### src/rtl/demux1x4_lanes.sv
// Round-robin byte demultiplexer: one byte stream in, four lanes out.
// Lanes 0..2 are staged; the fourth byte completes the group and all lanes update together.
module demux1x4_lanes #(
  parameter int BW = 8
) (
  input  logic          clk,
  input  logic          reset,
  input  logic [BW-1:0] in,
  input  logic          valid_in,
  input  logic          align,
  output logic [BW-1:0] out0,
  output logic [BW-1:0] out1,
  output logic [BW-1:0] out2,
  output logic [BW-1:0] out3,
  output logic [3:0]    valid,
  output logic [7:0]    grp_cnt
);

  // Stream: a byte moves when valid_in is high on a rising edge; there is no
  // ready, so every qualified byte is taken. valid pulses 4'b1111 for one cycle per group.
  typedef enum logic [1:0] {COLLECT0, COLLECT1, COLLECT2, COLLECT3} state_t;

  state_t        state;
  logic [BW-1:0] stg0;
  logic [BW-1:0] stg1;
  logic [BW-1:0] stg2;

  always_ff @(posedge clk) begin
    if (reset) begin
      state   <= COLLECT0;
      stg0    <= '0;
      stg1    <= '0;
      stg2    <= '0;
      out0    <= '0;
      out1    <= '0;
      out2    <= '0;
      out3    <= '0;
      valid   <= 4'b0000;
      grp_cnt <= 8'd0;
    end else begin
      valid <= 4'b0000;
      if (align) begin
        // A byte arriving with align opens the new group as lane 0.
        if (valid_in) begin
          stg0  <= in;
          state <= COLLECT1;
        end else begin
          state <= COLLECT0;
        end
      end else if (valid_in) begin
        case (state)
          COLLECT0: begin
            stg0  <= in;
            state <= COLLECT1;
          end
          COLLECT1: begin
            stg1  <= in;
            state <= COLLECT2;
          end
          COLLECT2: begin
            stg2  <= in;
            state <= COLLECT3;
          end
          COLLECT3: begin
            out0    <= stg0;
            out1    <= stg1;
            out2    <= stg2;
            out3    <= in;
            valid   <= 4'b1111;
            grp_cnt <= grp_cnt + 8'd1;
            state   <= COLLECT0;
          end
          default: state <= COLLECT0;
        endcase
      end
    end
  end

endmodule

### config.mk
export PLATFORM = sky130hd
export DESIGN_NAME = demux1x4_lanes
export DESIGN_NICKNAME = d
export VERILOG_FILES = /design/src/rtl/demux1x4_lanes.sv
export SDC_FILE = /design/constraint.sdc
export NUM_CORES = 1
export LEC_CHECK = 0
export BUFFER_PORTS_ARGS = -buffer_cell sky130_fd_sc_hd__buf_2
export CAP_MARGIN = 20
export CORE_MARGIN = 10
export CORE_UTILIZATION = 51
export CTS_CLUSTER_SIZE = 16
export DETAILED_ROUTE_END_ITERATION = 10
export PLACE_DENSITY = 0.76
export SYNTH_ARGS = -nofsm -noshare
export SYNTH_HDL_FRONTEND = slang
export SYNTH_SLANG_ARGS = --single-unit
### constraint.sdc
create_clock -name clk -period 3.1 [get_ports clk]
set_input_delay 0.465 -clock clk [delete_from_list [all_inputs] [get_ports clk]]
set_output_delay 0.465 -clock clk [all_outputs]
set_load 0.1 [all_outputs]
# Word level (Yosys, flattened, before mapping)
# Index checks and enable logic that the tools add are counted.
# totals
ff_bits,70
word_cells,33
# classes
addsub,1
eq_ne,3
muxes,9
bitwise,2
reduce_logical,8
# op_table
operator,count
$mux 8,4
$reduce_and 3->1,3
$add 8x1->8 const B,1
$pmux 2 s4,1
$eq 2x2->1 const B,2
$mux 2,2
$mux 4,1
$reduce_bool 2->1,2
$reduce_or 3->1,1
$eq 2x1->1 const B,1
$logic_not 2->1,1
$not 1->1,2
$reduce_and 2->1,1
$mux 1,1

# Longest topological paths before layout
# Gate-level depths: netlist of run 1.
# depth
ltp_word,4
depth_mapped,6

# Worst setup path after synthesis of run 1
# OpenSTA, ideal clock, no wires.
# synth_timing
kind,register to register
start,register grp_cnt[0]
end,register grp_cnt[6]
t_arrival_ps,1903
required_ps,3030
slack_ps,1127
path_stages_with_launch,5
n_path_buf,0
period_less_slack_ps,1973
path_cell_list,dfxtp_1 -> ha_1 -> nand2_1 -> or4_1 -> a21oi_1
# synth_between
elab_chain_cells,1
# synth_lines
item,line,source
from (decl),16,output logic [7:0] grp_cnt
from (signal assigned),70,grp_cnt <= grp_cnt + 8'd1;
$add 8x1->8,70,
# Every way passes these cells.
# A chain may end at the register's enable or synchronous reset.

# Final worst setup path of run 1
# layout_timing
start,register state[1]
end,register grp_cnt[3]
# layout_between
elab_chain_cells,2
# layout_lines
item,line,source
from (decl),23,state_t state;
from (signal assigned),30,state <= COLLECT0;
from (signal assigned),46,state <= COLLECT1;
from (signal assigned),48,state <= COLLECT0;
$eq 2x2->1,51,case (state)
$reduce_and 3->1 (no source line),n/a,
# Every way passes these cells.

==> flow_summary.toml, run 1 <==
[global_route]
grtUsageTotal_pct = 13.7
gr-usage-met2_pct = 20.6
grt_overflow = 0
busiest_layer = "met2"
grt_pass1_vias = 1961
grt_pass1_wl_um = 9250
grt_max_degree = 48
gr-usage-met1_pct = 16.7
use_met3_pct = 5.82
antenna_found_initial = 0

[finish]
layout_common_cells = "nand2_1, dfxtp_1, buf_2"
layout_commonest_cell = "nand2_1"
area_growth_pct = 20.3
fin_area_mm2 = 0.00302
nets = 345
drive_gt1_share_pct = 22.8
diodes = 0

[setup_path]
r2r-start = "state[1]$_SDFFE_PP0P_"
crit_family = "simple AND/OR/NAND/NOR gates"
slowest_delay_ns = 0.57
r2r_slack_ns = 1.12
cp-start-kind = "flop"
regToRegEndpoint = "grp_cnt[3]$_SDFFE_PP0P_"
crit_fanout = 20
path_class = "flop to flop"
cp_slowest_cell = "nand3b_1"
cp-end-kind = "flop"
path_buf_inv = 0
worstRegToRegCells = 4
worstPathCellList = "ha_1 > nand3b_1 > or3_1 > a21oi_1"
arrival_ns = 2.23
required_ns = 3.36

[sta]
period_needed_ns = 1.98
slew-limit-headroom_pct = 45.2
rsz0062_at_grt = "false"
final.period_utilization_pct = 63.8
timing.fmax_mhz = 506
clock_skew_ns = 0.00482
tightest_slew_ns = 0.823
hold_viol_final = 0
setup_viol = 0
slew_viol_final = 0
setup_ws_ns = 1.12
fin_tns_setup_ns = 0

[cts]
clk_pin_slew_worst_paths_ns = 0.07
post_cts_buffers = 0
cts-root-buf = "clkbuf_8"
cts.sinks = 67
clock_path_buffers = 2
clock_latency_ns = 0.33
cts_buffers = 9
cts_tree = "done"
cts.htree.levels = 3
cts_repair_resize_count = 0
cts_hold_buf = 0

[placed_design]
routabilityCongestion = 0.737
hpwlAfterDp_um = 3840
placed_cell_area_mm2 = 0.00279
pre_cts_slack_ns = 1.04
io_buffer_count = 55

[drt]
dr.pass1.iters = 4
remaining_drc_errors = 0
vias_per_cell = 5.02
ant_nets = 0
drt_iter0_drc = 110
wl_per_cell_um = 13.6
vias = 2006
wl_um = 5430

[logic_synthesis]
netlist_area_mm2 = 0.00251
synth_fp_nets = 296
synthCells = 279
synth_flop_cell = "dfxtp_1"
synthArstFlopShare_pct = 0
yosys_warnings = 0
ys_seq_area_share_pct = 53.5
synth_seq_cells = 67
synth_edf_count = 0
ys_types = 26
syn_avg_cell_area_um2 = 8.99

[min_path]
holdPathStages = 3
hold_end = "out3[1]$_SDFFE_PP0P_"
min_from = "in[1]"
hold_path.class = "input pin to flop"

[pwr]
clkPwrFrac_pct = 46.2
p_int_uw = 1390
p_sw_uw = 360
static-leakage-power_uw = 0.00139
combPwrFrac_pct = 3.7
worst_ir_drop_vdd_uv = 342
p_sw_share_pct = 20.6
pwr-share-seq_pct = 50.1
power_density_mw_per_mm2 = 581
power_uw = 1750

[die]
rows = 25
start_util_pct = 52.7
die_h_um = 90.1
die-area_mm2 = 0.00812
die_x_um = 90.1
ios = 56
core-area_mm2 = 0.00475

[status]
status = "completed"

[job]
cap_violations = 0
## cell families after synthesis
group | Yosys count | synth area share (%)
compound gates | 46 | 9.53
xor+xnor | 2 | 0.699
fa+ha+maj | 5 | 2.50
buf+inv | 23 | 4.64
flops | 67 | 53.5
mux | 25 | 9.98
simple gates | 111 | 19.2
## worst reg2reg max path, stage by stage (launching register included)
cell	delay, ns
dfxtp_1	0.37
ha_1	0.27
nand3b_1	0.57
or3_1	0.56
a21oi_1	0.14
## flip-flops by register name, summed over array words and instances, names as in the netlist
name     cells
grp_cnt      8
stg1         8
state        2
stg2         8
out0         8
valid        1
stg0         8
out2         8
out3         8
out1         8
## synthesized netlist by cell type, types with 2 or more instances
| cell type | number | area share [%] |
|---|---|---|
| ha_1 | 5 | 2.5 |
| nand2_1 | 69 | 10 |
| mux2i_1 | 25 | 10 |
| dfxtp_1 | 67 | 53 |
| clkbuf_1 | 8 | 1.2 |
| buf_4 | 4 | 1.2 |
| o21ai_0 | 4 | 0.80 |
| nand3b_1 | 3 | 0.90 |
| or4_1 | 2 | 0.60 |
| nor2_1 | 27 | 4.0 |
| inv_1 | 2 | 0.30 |
| a21oi_1 | 39 | 7.8 |
| o31ai_1 | 2 | 0.60 |
| buf_2 | 6 | 1.2 |
| buf_1 | 2 | 0.30 |
| or3_1 | 4 | 1.0 |
## worst max path at each step
stage | from | endpoint | slack, ns | cells after the start
after detailed placement | valid_in | grp_cnt[3]$_SDFFE_PP0P_ | 1.04 | 4
final | state[1]$_SDFFE_PP0P_ | grp_cnt[3]$_SDFFE_PP0P_ | 1.12 | 4
after global routing | state[1]$_SDFFE_PP0P_ | grp_cnt[3]$_SDFFE_PP0P_ | 0.92 | 4
after global placement | valid_in | grp_cnt[3]$_SDFFE_PP0P_ | 1.12 | 4
after CTS | state[1]$_SDFFE_PP0P_ | grp_cnt[3]$_SDFFE_PP0P_ | 1.08 | 4
after floorplan | grp_cnt[0]$_SDFFE_PP0P_ | grp_cnt[6]$_SDFFE_PP0P_ | 1.13 | 4
## power groups by stage
stage	clock network, µW	logic [µW]	registers [µW]
final	809	64.6	878
after global routing	870	72.4	878
after CTS	827	65.4	877
after detailed placement	0	65.2	897
after global placement	0	63.7	897
after floorplan	0	44.2	898
## through the flow
step	hold WS (ns)	utilization [%]	instances
3_3_place_gp	0.438	58.6	384
4_1_cts	0.396	63.4	400
2_1_floorplan	0.432	-	279
3_5_place_dp	0.445	58.6	384
5_1_grt	0.405	63.4	400
6_report	0.406	63.4	400
## layout make-up
class,count,area [µm²]
repair buffers,59,305
clock inverters,4,72.6
fillers,416,1740
flip-flops and latches,67,1340
inverters,2,7.51
multi-input cells,189,1050
well taps,67,83.8
clock buffers,12,155
## per-layer routing
metal  share of wire [%]  up-vias
met1                  45      928
met2                  46       52
met4                 1.4        0
li1                    -     1020
met3                 7.6        6
met5                   0        -
No activity file was read; power rests on OpenSTA's default activity.
==> inputs of run 2 (changes only) <==
Settings changed: CORE_UTILIZATION 51 to 48, PLACE_DENSITY 0.76 to 0.75.
Clock period 3.1 ns to 1.6 ns, I/O delays scaled along.
==> run 2 against run 1 <==
Cell count up 1.5%. Count of clock-buffer cells in the layout down 1. Maximum frequency up 34%. Via count down 0.25%. Sequential power up 94%. Critical path depth unchanged. Clock power up 110%. Design area up 2.6%. Worst hold slack worse by 0.24 ns. Global-route usage down 0.20 points. Critical path type unchanged. Critical endpoint is now grp_cnt[7]$_SDFFE_PP0P_. Largest cell class unchanged.
==> flow_summary.toml, run 2 (synthesis results as in run 1) <==
[sta]
clock_skew_ns = 0.00775
slew_viol_final = 0
rsz0062_at_grt = "false"
timing.fmax_mhz = 679
period_needed_ns = 1.47
slew-limit-headroom_pct = 66.3
timing.hold.ws_ns = 0.165
setup_viol = 0
final.period_utilization_pct = 92.1
tightest_slew_ns = 0.509
fin_tns_setup_ns = 0
hold_viol_final = 0

[finish]
fin_area_mm2 = 0.00309
post-route-util_pct = 60.9
fin_cells = 406
drive_gt1_share_pct = 26.2
multi_input_area_mm2 = 0.00105
diodes = 0
layout_commonest_cell = "nand2_1"
nFillCells = 467
layout_common_cells = "nand2_1, dfxtp_1, buf_2"
nets = 348
ff_latch_area_mm2 = 0.00135
area_growth_pct = 23.4

[setup_path]
cp_slowest_cell = "or4_1"
required_ns = 1.88
path_class = "flop to flop"
arrival_ns = 1.75
crit_fanout = 6
path_buf_inv = 0
slowest_delay_ns = 0.51
worstPathCellList = "ha_2 > nand4b_4 > or4_1 > a21oi_1"
cp-end-kind = "flop"
crit_family = "simple AND/OR/NAND/NOR gates"
cp-start-kind = "flop"

[pwr]
static-leakage-power_uw = 0.00142
pwr-share-seq_pct = 48.2
power_density_mw_per_mm2 = 1140
clkPwrFrac_pct = 48.1
p_sw_uw = 717
combPwrFrac_pct = 3.8
p_sw_share_pct = 20.3
worst_ir_drop_vdd_uv = 747
p_int_uw = 2810

[cts]
cts_tree = "done"
cts-root-buf = "clkbuf_8"
cts_repair_resize_count = 0
clk_pin_slew_worst_paths_ns = 0.07
cts.htree.levels = 3
cts_buffers = 9
clock_latency_ns = 0.35
post_cts_buffers = 0
cts_hold_buf = 0
clock_path_buffers = 2
cts.sinks = 67

[drt]
remaining_drc_errors = 0
dr.pass1.iters = 4
ant_nets = 0
wl_um = 5610
vias_per_cell = 4.93
wl_per_cell_um = 13.8
vias = 2001
drt_iter0_drc = 121

[global_route]
grt_overflow = 0
gr-usage-met2_pct = 20.6
grt_max_degree = 68
grtUsageTotal_pct = 13.5
antenna_found_initial = 0
grt_pass1_vias = 1933
grt_pass1_wl_um = 9230
busiest_layer = "met2"
gr-usage-met1_pct = 15.7
use_met3_pct = 5.87

[placed_design]
hpwlAfterDp_um = 3860
routabilityCongestion = 0.760
dp.cells = 390
placed_cell_area_mm2 = 0.00285
io_buffer_count = 55

[die]
rows = 26
start_util_pct = 49.4
die_h_um = 92.3
die_x_um = 92.3
core-area_mm2 = 0.00507
ios = 56
die-area_mm2 = 0.00851

[min_path]
hold_path.class = "input pin to flop"

[status]
status = "completed"

[job]
cap_violations = 0
-- run 2: changes by cell type in the layout (fill, tap and decap cells not counted), sizes merged --
cell / before / now
clkinvlp: 1 / 0
clkinv: 1 / 2
bufinv: 2 / 3
buf: 59 / 62
clkbuf: 12 / 11
-- run 2: cell type report --
cell class,count,area share (%)
flip-flops and latches,67,43.7
well taps,70,2.83
inverters,2,0.243
clock inverters,5,3.24
multi-input cells,189,34.0
clock buffers,11,4.57
repair buffers,62,11.4
-- run 2: stage by stage --
step | total power [µW] | worst slack, ns
floorplan | 1820 | 0.00442
global placement | 1870 | 0.148
detailed placement | 1870 | 0.102
CTS | 3550 | 0.0877
global route | 3650 | 0.0137
finish | 3530 | 0.127
-- run 2: worst register-to-register path, stage by stage (launching register included) --
cell and delay [ns]:
dfxtp_1 0.39, ha_2 0.25, nand4b_4 0.13, or4_1 0.51
a21oi_1 0.14
-- run 2: final timing paths --
path                                  end                  start  depth (start not counted)  slack (ns)
setup / recovery  grp_cnt[7]$_SDFFE_PP0P_  state[1]$_SDFFE_PP0P_                          4        0.13
hold reg to reg      out0[5]$_SDFFE_PP0P_   out0[5]$_SDFFE_PP0P_                          2        0.45
setup reg to reg  grp_cnt[7]$_SDFFE_PP0P_  state[1]$_SDFFE_PP0P_                          4        0.13
hold / removal       out3[0]$_SDFFE_PP0P_                  in[0]                          3        0.17
-- run 2: routing by layer --
metal | share of wire [%] | wire (µm)
met3 | 8.0 | 449
met2 | 45 | 2520
met1 | 45 | 2540
met4 | 1.9 | 104
met5 | 0 | 0
-- run 2: power groups by stage --
stage / logic, µW / registers [µW] / clock network [µW]
after floorplan: 85.7 / 1740 / 0
after global placement: 130 / 1740 / 0
after detailed placement: 133 / 1740 / 0
after CTS: 134 / 1700 / 1720
after global routing: 146 / 1700 / 1800
final: 133 / 1700 / 1700
